`config.mk`:
```
export PLATFORM = sky130hd
export DESIGN_NAME = edge_event_arbiter_flat
export DESIGN_NICKNAME = d
export VERILOG_FILES = /design/src/rtl/edge_event_arbiter_pkg.sv /design/src/rtl/edge_event_arbiter_if.sv /design/src/rtl/edge_event_arbiter_edge_detect_ch.sv /design/src/rtl/edge_event_arbiter.sv /design/src/flat_wrapper.sv
export SDC_FILE = /design/constraint.sdc
export NUM_CORES = 1
export LEC_CHECK = 0
export ABC_AREA = 1
export CAP_MARGIN = 20
export CORE_ASPECT_RATIO = 1.1
export CORE_MARGIN = 2
export CORE_UTILIZATION = 35
export DETAILED_ROUTE_END_ITERATION = 8
export SLEW_MARGIN = 10
export SYNTH_ARGS = -nofsm -noshare
export SYNTH_HDL_FRONTEND = slang
export SYNTH_SLANG_ARGS = --single-unit
```
`constraint.sdc`:
```
create_clock -name clk -period 4.8 [get_ports clk]
set_clock_uncertainty 0.05 [all_clocks]
set_input_delay 1.2 -clock clk [delete_from_list [all_inputs] [get_ports clk]]
set_output_delay 1.2 -clock clk [all_outputs]
set_load 0.005 [all_outputs]
```
`src/rtl/edge_event_arbiter_pkg.sv`:
```
// Shared types and constants for the edge event arbiter.
//   MAX_CH              : largest supported channel count
//   EDGE_RISE/EDGE_FALL : encoding of the event type bit
//   arb_state_t         : output FSM state encoding
package edge_arb_pkg;

  localparam int   MAX_CH    = 16;
  localparam logic EDGE_RISE = 1'b1;
  localparam logic EDGE_FALL = 1'b0;

  typedef enum logic {
    IDLE  = 1'b0,
    VALID = 1'b1
  } arb_state_t;

endpackage

```
`src/rtl/edge_event_arbiter_if.sv`:
```
// Event stream between the arbiter and its consumer.
//   evt_valid : event presented
//   evt_ready : consumer accepts when high together with evt_valid
//   evt_ch    : channel index of the presented event
//   evt_rise  : 1 = rising edge, 0 = falling edge
// Modports: master (arbiter side), slave (consumer side).
interface edge_event_arbiter_if #(
  parameter int N_CH = 4
);
  localparam int CH_W = $clog2(N_CH);

  logic            evt_valid;
  logic            evt_ready;
  logic [CH_W-1:0] evt_ch;
  logic            evt_rise;

  modport master (output evt_valid, output evt_ch, output evt_rise, input evt_ready);
  modport slave  (input evt_valid, input evt_ch, input evt_rise, output evt_ready);

endinterface

```
`src/rtl/edge_event_arbiter_edge_detect_ch.sv`:
```
// One channel of the edge event arbiter: input history flop, enabled edge
// detection, a single-entry pending slot and a sticky overflow flag.
//   clk, reset       : clock, synchronous active-high reset
//   a_i              : synchronized level input
//   rise_en/fall_en  : edge-type enables (combinational into detection)
//   grant            : this channel's pending event is taken this cycle
//   ovf_clr          : overflow clear pulse
//   pend, pend_rise  : pending event and its type
//   ovf              : sticky overflow (an edge was dropped)
module edge_detect_ch
  import edge_arb_pkg::*;
(
  input  logic clk,
  input  logic reset,
  input  logic a_i,
  input  logic rise_en,
  input  logic fall_en,
  input  logic grant,
  input  logic ovf_clr,
  output logic pend,
  output logic pend_rise,
  output logic ovf
);

  logic a_ff_q, a_ff_d;
  logic pend_q, pend_d;
  logic pend_rise_q, pend_rise_d;
  logic ovf_q, ovf_d;
  logic rise, fall, edge_hit, drop;

  always_comb begin
    rise     = ~a_ff_q & a_i & rise_en;
    fall     = a_ff_q & ~a_i & fall_en;
    edge_hit = rise | fall;
    // A slot being granted this cycle is free for a new edge.
    drop     = edge_hit & pend_q & ~grant;

    a_ff_d      = a_i;
    pend_d      = pend_q;
    pend_rise_d = pend_rise_q;
    if (edge_hit && (!pend_q || grant)) begin
      pend_d      = 1'b1;
      pend_rise_d = rise ? EDGE_RISE : EDGE_FALL;
    end else if (grant) begin
      pend_d = 1'b0;
    end

    // Set wins over clear so a same-cycle drop is never lost.
    ovf_d = (ovf_q & ~ovf_clr) | drop;
  end

  always_ff @(posedge clk) begin
    if (reset) begin
      a_ff_q      <= 1'b0;
      pend_q      <= 1'b0;
      pend_rise_q <= 1'b0;
      ovf_q       <= 1'b0;
    end else begin
      a_ff_q      <= a_ff_d;
      pend_q      <= pend_d;
      pend_rise_q <= pend_rise_d;
      ovf_q       <= ovf_d;
    end
  end

  assign pend      = pend_q;
  assign pend_rise = pend_rise_q;
  assign ovf       = ovf_q;

endmodule

```
`src/rtl/edge_event_arbiter.sv`:
```
// Multi-channel edge event arbiter: per-channel edge detectors feed a
// round-robin selector that presents one event at a time on a valid/ready
// stream.
//   clk, reset      : clock, synchronous active-high reset
//   a_i             : N_CH synchronized level inputs
//   rise_en/fall_en : per-channel edge enables
//   ovf / ovf_clr   : sticky per-channel overflow and its clear pulse
//   evt             : event stream (master side)
//
// state | meaning
// IDLE  | nothing presented, evt_valid = 0
// VALID | event presented on evt_ch/evt_rise, evt_valid = 1
module edge_event_arbiter
  import edge_arb_pkg::*;
#(
  parameter int N_CH = 4
) (
  input  logic                    clk,
  input  logic                    reset,
  input  logic [N_CH-1:0]         a_i,
  input  logic [N_CH-1:0]         rise_en,
  input  logic [N_CH-1:0]         fall_en,
  output logic [N_CH-1:0]         ovf,
  input  logic [N_CH-1:0]         ovf_clr,
  edge_event_arbiter_if.master    evt
);

  localparam int CH_W = $clog2(N_CH);

  logic [N_CH-1:0] pend, pend_rise, grant;

  for (genvar g = 0; g < N_CH; g++) begin : g_ch
    edge_detect_ch u_ch (
      .clk       (clk),
      .reset     (reset),
      .a_i       (a_i[g]),
      .rise_en   (rise_en[g]),
      .fall_en   (fall_en[g]),
      .grant     (grant[g]),
      .ovf_clr   (ovf_clr[g]),
      .pend      (pend[g]),
      .pend_rise (pend_rise[g]),
      .ovf       (ovf[g])
    );
  end

  arb_state_t      state_q, state_d;
  logic [CH_W-1:0] last_q, last_d;
  logic [CH_W-1:0] evt_ch_q, evt_ch_d;
  logic            evt_rise_q, evt_rise_d;
  logic            load, any_pend;
  logic [CH_W-1:0] winner;
  int              sel_idx;

  // Round-robin search: first pending channel after the last winner.
  always_comb begin
    any_pend = 1'b0;
    winner   = '0;
    sel_idx  = 0;
    for (int i = 1; i <= N_CH; i++) begin
      sel_idx = (int'(last_q) + i) % N_CH;
      if (!any_pend && pend[sel_idx[CH_W-1:0]]) begin
        any_pend = 1'b1;
        winner   = sel_idx[CH_W-1:0];
      end
    end
  end

  always_comb begin
    load  = (state_q == IDLE) || evt.evt_ready;
    grant = '0;
    if (load && any_pend) grant[winner] = 1'b1;
  end

  always_ff @(posedge clk) begin
    if (reset) begin
      state_q    <= IDLE;
      last_q     <= CH_W'(N_CH - 1);
      evt_ch_q   <= '0;
      evt_rise_q <= 1'b0;
    end else begin
      state_q    <= state_d;
      last_q     <= last_d;
      evt_ch_q   <= evt_ch_d;
      evt_rise_q <= evt_rise_d;
    end
  end

  always_comb begin
    state_d    = state_q;
    last_d     = last_q;
    evt_ch_d   = evt_ch_q;
    evt_rise_d = evt_rise_q;
    if (load) begin
      state_d = any_pend ? VALID : IDLE;
      if (any_pend) begin
        last_d     = winner;
        evt_ch_d   = winner;
        evt_rise_d = pend_rise[winner];
      end
    end
  end

  always_comb begin
    evt.evt_valid = (state_q == VALID);
    evt.evt_ch    = evt_ch_q;
    evt.evt_rise  = evt_rise_q;
  end

endmodule
```
`src/flat_wrapper.sv`:
```
// flat-port wrapper written by rule: the top's interface ports become plain ports
module edge_event_arbiter_flat import edge_arb_pkg::*;
#(
  parameter int N_CH = 4
)
  (clk, reset, a_i, rise_en, fall_en, ovf, ovf_clr, evt_evt_valid, evt_evt_ch, evt_evt_rise, evt_evt_ready);
  edge_event_arbiter_if #(.N_CH(N_CH)) evt_i ();
  input  logic clk;
  input  logic reset;
  input  logic [N_CH-1:0] a_i;
  input  logic [N_CH-1:0] rise_en;
  input  logic [N_CH-1:0] fall_en;
  output logic [N_CH-1:0] ovf;
  input  logic [N_CH-1:0] ovf_clr;
  output wire logic [$bits(evt_i.evt_valid)-1:0] evt_evt_valid;
  output wire logic [$bits(evt_i.evt_ch)-1:0] evt_evt_ch;
  output wire logic [$bits(evt_i.evt_rise)-1:0] evt_evt_rise;
  input wire logic [$bits(evt_i.evt_ready)-1:0] evt_evt_ready;
  assign evt_evt_valid = evt_i.evt_valid;
  assign evt_evt_ch = evt_i.evt_ch;
  assign evt_evt_rise = evt_i.evt_rise;
  assign evt_i.evt_ready = evt_evt_ready;
  edge_event_arbiter #(.N_CH(N_CH)) u_core (.clk(clk), .reset(reset), .a_i(a_i), .rise_en(rise_en), .fall_en(fall_en), .ovf(ovf), .ovf_clr(ovf_clr), .evt(evt_i));
endmodule
```
# After elaboration in Yosys (flattened, before gate mapping)
# Index checks and enable logic that the tools add are counted.
[word_totals]
in_bits = 19
wordCells = 143
ff_bits = 22
output_inout_bits = 8
[classes]
bitwise_logic = 53
muxes = 34
n_addsub = 4
n_reduce_logical = 26
order_cmp = 6
[op_table]
columns = ["cell", "count"]
rows = [
  ["$and A1 B1 Y1", 28],
  ["$mux W1", 23],
  ["$not A1 Y1", 17],
  ["$lt A2 B3 Y1 const B", 5],
  ["$bmux W1 S2", 5],
  ["$logic_and A1 B1 Y1", 9],
  ["$mux W2", 4],
  ["$or A1 B1 Y1", 8],
  ["$reduce_bool A2 Y1", 4],
  ["$logic_not A1 Y1", 7],
  ["$logic_or A1 B1 Y1", 5],
  ["$add A2 B1 Y2 const B", 2],
  ["$add A2 B2 Y2 const B", 2],
  ["$mux W4", 1],
  ["$demux W1 S2", 1],
  ["$ge A2 B1 Y1 const B", 1],
  ["$reduce_and A2 Y1", 1],
]

# Longest topological paths before layout
[logic_depth]
depth_word = 21
depth_mapped = 16
ltp_nobuf = 15

# Cells and area by module
# A second synthesis with hierarchy kept.
[unflattened]
cells_unflattened = 194
hier_area_um2 = 1265.0
[by_module_without_submodules]
columns = ["mod", "seq_area_each_um2", "area_each_um2", "n_inst", "cells_each"]
rows = [
  ["edge_detect_ch", 80.1, 167.7, 4, 24],
  ["edge_event_arbiter", 120.1, 594.3, 1, 98],
]

# Worst setup path after synthesis
# Ideal clock, no wire load.
[synth_timing]
path_type = "in2reg"
startpoint = "in evt_evt_ready"
endpoint = "reg u_core.g_ch[2].u_ch.pend_rise_q"
cell_stages = 9
n_path_buf = 0
arrival_ns = 1.880
setup_slack_ns = 2.802
setup_time_ns = 0.068
t_required_ns = 4.682
cell_sequence = "nor2_1 inv_1 nand2_2 inv_4 nand3_2 nand2_2 nand2_1 nand2_1 a21oi_2"
[synth_between]
elab_chain_len = 5
[synth_lines]
columns = ["element", "line", "rtl"]
rows = [
  ["start: declaration", "flat_wrapper.sv:18", "input wire logic [$bits(evt_i.evt_ready)-1:0] evt_evt_ready;"],
  ["$logic_or A1 B1 Y1", "edge_event_arbiter.sv:70", "load = (state_q == IDLE) || evt.evt_ready;"],
  ["$logic_and A1 B1 Y1", "edge_event_arbiter.sv:72", "if (load && any_pend) grant[winner] = 1'b1;"],
  ["$mux W4", "edge_event_arbiter.sv:72", ""],
  ["$logic_or A1 B1 Y1", "edge_event_arbiter_edge_detect_ch.sv:41", "if (edge_hit && (!pend_q || grant)) begin"],
  ["$logic_and A1 B1 Y1", "edge_event_arbiter_edge_detect_ch.sv:41", ""],
  ["end signal: assignment", "edge_event_arbiter_edge_detect_ch.sv:61", "pend_rise_q <= pend_rise_d;"],
  ["end: declaration", "edge_event_arbiter_edge_detect_ch.sv:27", "logic pend_rise_q, pend_rise_d;"],
]
# No other way between the ends.
# A chain may end at the register's enable or synchronous reset.

# Final worst setup path
[layout_timing]
startpoint = "reg u_core.evt_ch_q[0], in the netlist u_core.evt.evt_ch[0]"
endpoint = "out evt_evt_ch[0]"
[layout_lines]
columns = ["element", "line", "rtl"]
rows = [
  ["start: declaration", "edge_event_arbiter.sv:49", "logic [CH_W-1:0] evt_ch_q, evt_ch_d;"],
  ["start signal: assignment", "edge_event_arbiter.sv:84", "evt_ch_q <= evt_ch_d;"],
  ["end: declaration", "flat_wrapper.sv:16", "output wire logic [$bits(evt_i.evt_ch)-1:0] evt_evt_ch;"],
]
# No word-level cell between the ends.

==> impl_metrics.csv <==
group,metric,value,unit
routing,wl_per_cell,9.44,um
power_and_ir_drop,p_clk_frac,0.130,
sta,slew-limit-headroom,0.506,
routing,vias,1126,
clock_network,ctsHoldBuffers,0,
sta,fin_crit_sh,0.501,
routing,top_layer_used,"met4",
floorplanning,num_rows,22,
routing,dr_wl_met3,64,um
routing,firstDrtPassIters,4,
placed_design,placedInstanceArea,0.00152,mm2
logic_synthesis,synth.avg_cell_area,7.18,um2
routing,drtIter0Drc,24,
logic_synthesis,syn_nets,193,
final_layout,seq_area,440,um2
sta,max_freq,416,MHz
clock_network,cts.sinks,22,
clock_network,clock-root-buffer,"clkbuf_4",
placed_design,place_congestion,0.842,
grt,grt_pass1_vias,1052,
clock_network,htree_levels,1,
floorplanning,coreArea,0.00339,mm2
final_layout,diodes,0,
power_and_ir_drop,power.leakage,0.688,nW
setup_path,end_kind,"output pin",
placed_design,pre_cts_ws,2.14,ns
setup_path,critPathBufInv,1,
grt,grtUsageTotal,0.129,
clock_network,postCtsSetupBuffers,0,
sta,min_period,2.40,ns
setup_path,critPathSlowestCell,"clkdlybuf4s50_1",
hold_path,hold_path_class,"register to register",
clock_network,path_clk_slew,0.12,ns
final_layout,drive_gt1_frac,0.213,
sta,finalHoldViolations,0,
grt,grt.overflow.total,0,
routing,ant_nets,0,
setup_path,critPathArrivalTime,1.15,ns
flow_run,cap_violations,0,
power_and_ir_drop,peakVddDrop,228,uV
placed_design,numPortBuffers,26,
final_layout,nNetsFinal,217,
final_layout,multi_input_area,669,um2
power_and_ir_drop,power_density,496,mW/mm2
floorplanning,io_pins,27,
routing,drc,0,
clock_network,cts_buffer_depth,2,
floorplanning,start_util,0.369,
final_layout,final_cell_mix,"nand2_1, clkdlybuf4s50_1, dfxtp_1",
grt,grt_pass1_wl,4.12,mm
power_and_ir_drop,intPower,0.424,mW
floorplanning,die-area,0.00406,mm2
logic_synthesis,synth_cells,174,
clock_network,cts_tree,"built",
grt,antenna_found_initial,0,
setup_path,worstSetupStartpointType,"register",
grt,grt_max_degree,21,
clock_network,cts_resized,0,
sta,setup_slack,2.40,ns
setup_path,path_cells,"clkdlybuf4s50_1",
clock_network,cts_made_buffers,3,
logic_synthesis,netlist_area,0.00125,mm2
outcome,status,"finished clean",
clock_network,clock_latency,0.30,ns
logic_synthesis,ys_seq_elements,22,
floorplanning,chipHeight,66.6,um
final_layout,postLayoutCellArea,0.00156,mm2
routing,routed_wl,2.31,mm
floorplanning,die_x,61.0,um
sta,setup_violations,0,
placed_design,dp_cells,241,
setup_path,path_delay_family,"buffers and inverters",
logic_synthesis,synth-seq-area-share,0.353,
routing,dr_wl_met2,1.15,mm
logic_synthesis,yosys_warnings,0,
sta,tns,0,ns
sta,tightestPinTransition,0.739,ns
power_and_ir_drop,total_power,0.771,mW
power_and_ir_drop,p_sw,0.347,mW
sta,rsz0062_at_grt,"no",
logic_synthesis,synthDistinctLibCells,23,
setup_path,cp.required,3.55,ns
power_and_ir_drop,pwr-share-seq,0.319,
placed_design,post-dp-hpwl,1.91,mm
final_layout,final_common_cell,"nand2_1",
power_and_ir_drop,pwr-share-comb,0.551,
final_layout,fin_cells,245,
sta,report.final.slew_viol_count,0,
final_layout,syn2layout_area_growth,24.6,%
routing,wl_met1,1.07,mm
setup_path,critPathMaxFanout,2,
setup_path,critical_path.max_stage_delay,0.50,ns
routing,routed_via_density,4.60,
setup_path,critical_path_class,"register to output pin",
power_and_ir_drop,switching_share,0.450,
final_layout,final.fill_count,359,
state kept, by name (all words and copies together), names as in the netlist:
signal and flops:
u_core.evt.evt_ch 2, u_core.evt.evt_rise 1, u_core.evt.evt_valid 1, u_core.g_ch.u_ch.a_ff_q 4
u_core.g_ch.u_ch.ovf 4, u_core.g_ch.u_ch.pend 4, u_core.g_ch.u_ch.pend_rise 4, u_core.last_q 2
synth_stat cells:
cell	n	share of area
a21oi_1	12	0.048
a21oi_2	2	0.014
a31o_2	4	0.028
buf_4	4	0.024
buf_6	1	0.0090
clkbuf_1	2	0.0060
dfxtp_1	22	0.35
inv_1	18	0.054
inv_2	2	0.0060
inv_4	1	0.0050
inv_6	1	0.0070
nand2_1	48	0.14
nand2_2	16	0.080
nand2_4	4	0.036
nand3_1	8	0.032
nand3_2	5	0.040
nand4_1	1	0.0050
nor2_1	13	0.039
nor2_4	1	0.0090
o211ai_1	5	0.030
o21ai_0	2	0.0080
o21ai_4	1	0.013
o21bai_2	1	0.0090
layout make-up:
cell class | instances | share of cell area
Sequential cell | 22 | 0.283
Timing Repair Buffer | 26 | 0.167
Multi-Input combinational cell | 123 | 0.430
Clock buffer | 4 | 0.0233
Inverter | 22 | 0.0579
Tap cell | 48 | 0.0386
layer usage:
metal / vias to the layer above / track usage
li1: 594 / -
met1: 514 / 0.158
met3: 4 / 0.0175
met2: 14 / 0.228
met5: - / 0
met4: 0 / 0.0408
cells by family after synthesis:
logic type / after synthesis / share of synthesized area
and+or+nand+nor: 96 / 0.386
buffers and inverters: 29 / 0.111
DFF: 22 / 0.353
AOI/OAI and AO/OA: 27 / 0.150
through the flow:
step                hold slack (ns)  utilization
floorplan                     0.389            -
global placement              0.404        0.449
detailed placement            0.405        0.449
CTS                           0.423        0.460
global route                  0.434        0.460
finish                        0.417        0.460
final timing paths:
| check | from | to | slack (ns) | cells past startpoint |
|---|---|---|---|---|
| min | u_core.g_ch[0].u_ch.pend_rise | u_core.g_ch[0].u_ch.pend_rise | 0.42 | 2 |
| max | u_core.evt.evt_ch[0] | evt_evt_ch[0] | 2.40 | 1 |
| max reg2reg | u_core.last_q[0] | u_core.g_ch[2].u_ch.pend_rise | 2.81 | 13 |
| min reg2reg | u_core.g_ch[0].u_ch.pend_rise | u_core.g_ch[0].u_ch.pend_rise | 0.42 | 2 |
power groups by stage:
stage | Clock, mW | Sequential [mW] | Combinational, mW
global placement | 0 | 0.251 | 0.422
floorplan | 0 | 0.240 | 0.344
finish | 0.100 | 0.246 | 0.425
detailed placement | 0 | 0.251 | 0.430
CTS | 0.104 | 0.246 | 0.432
global route | 0.111 | 0.252 | 0.478
No activity file was read; power rests on OpenSTA's default activity.
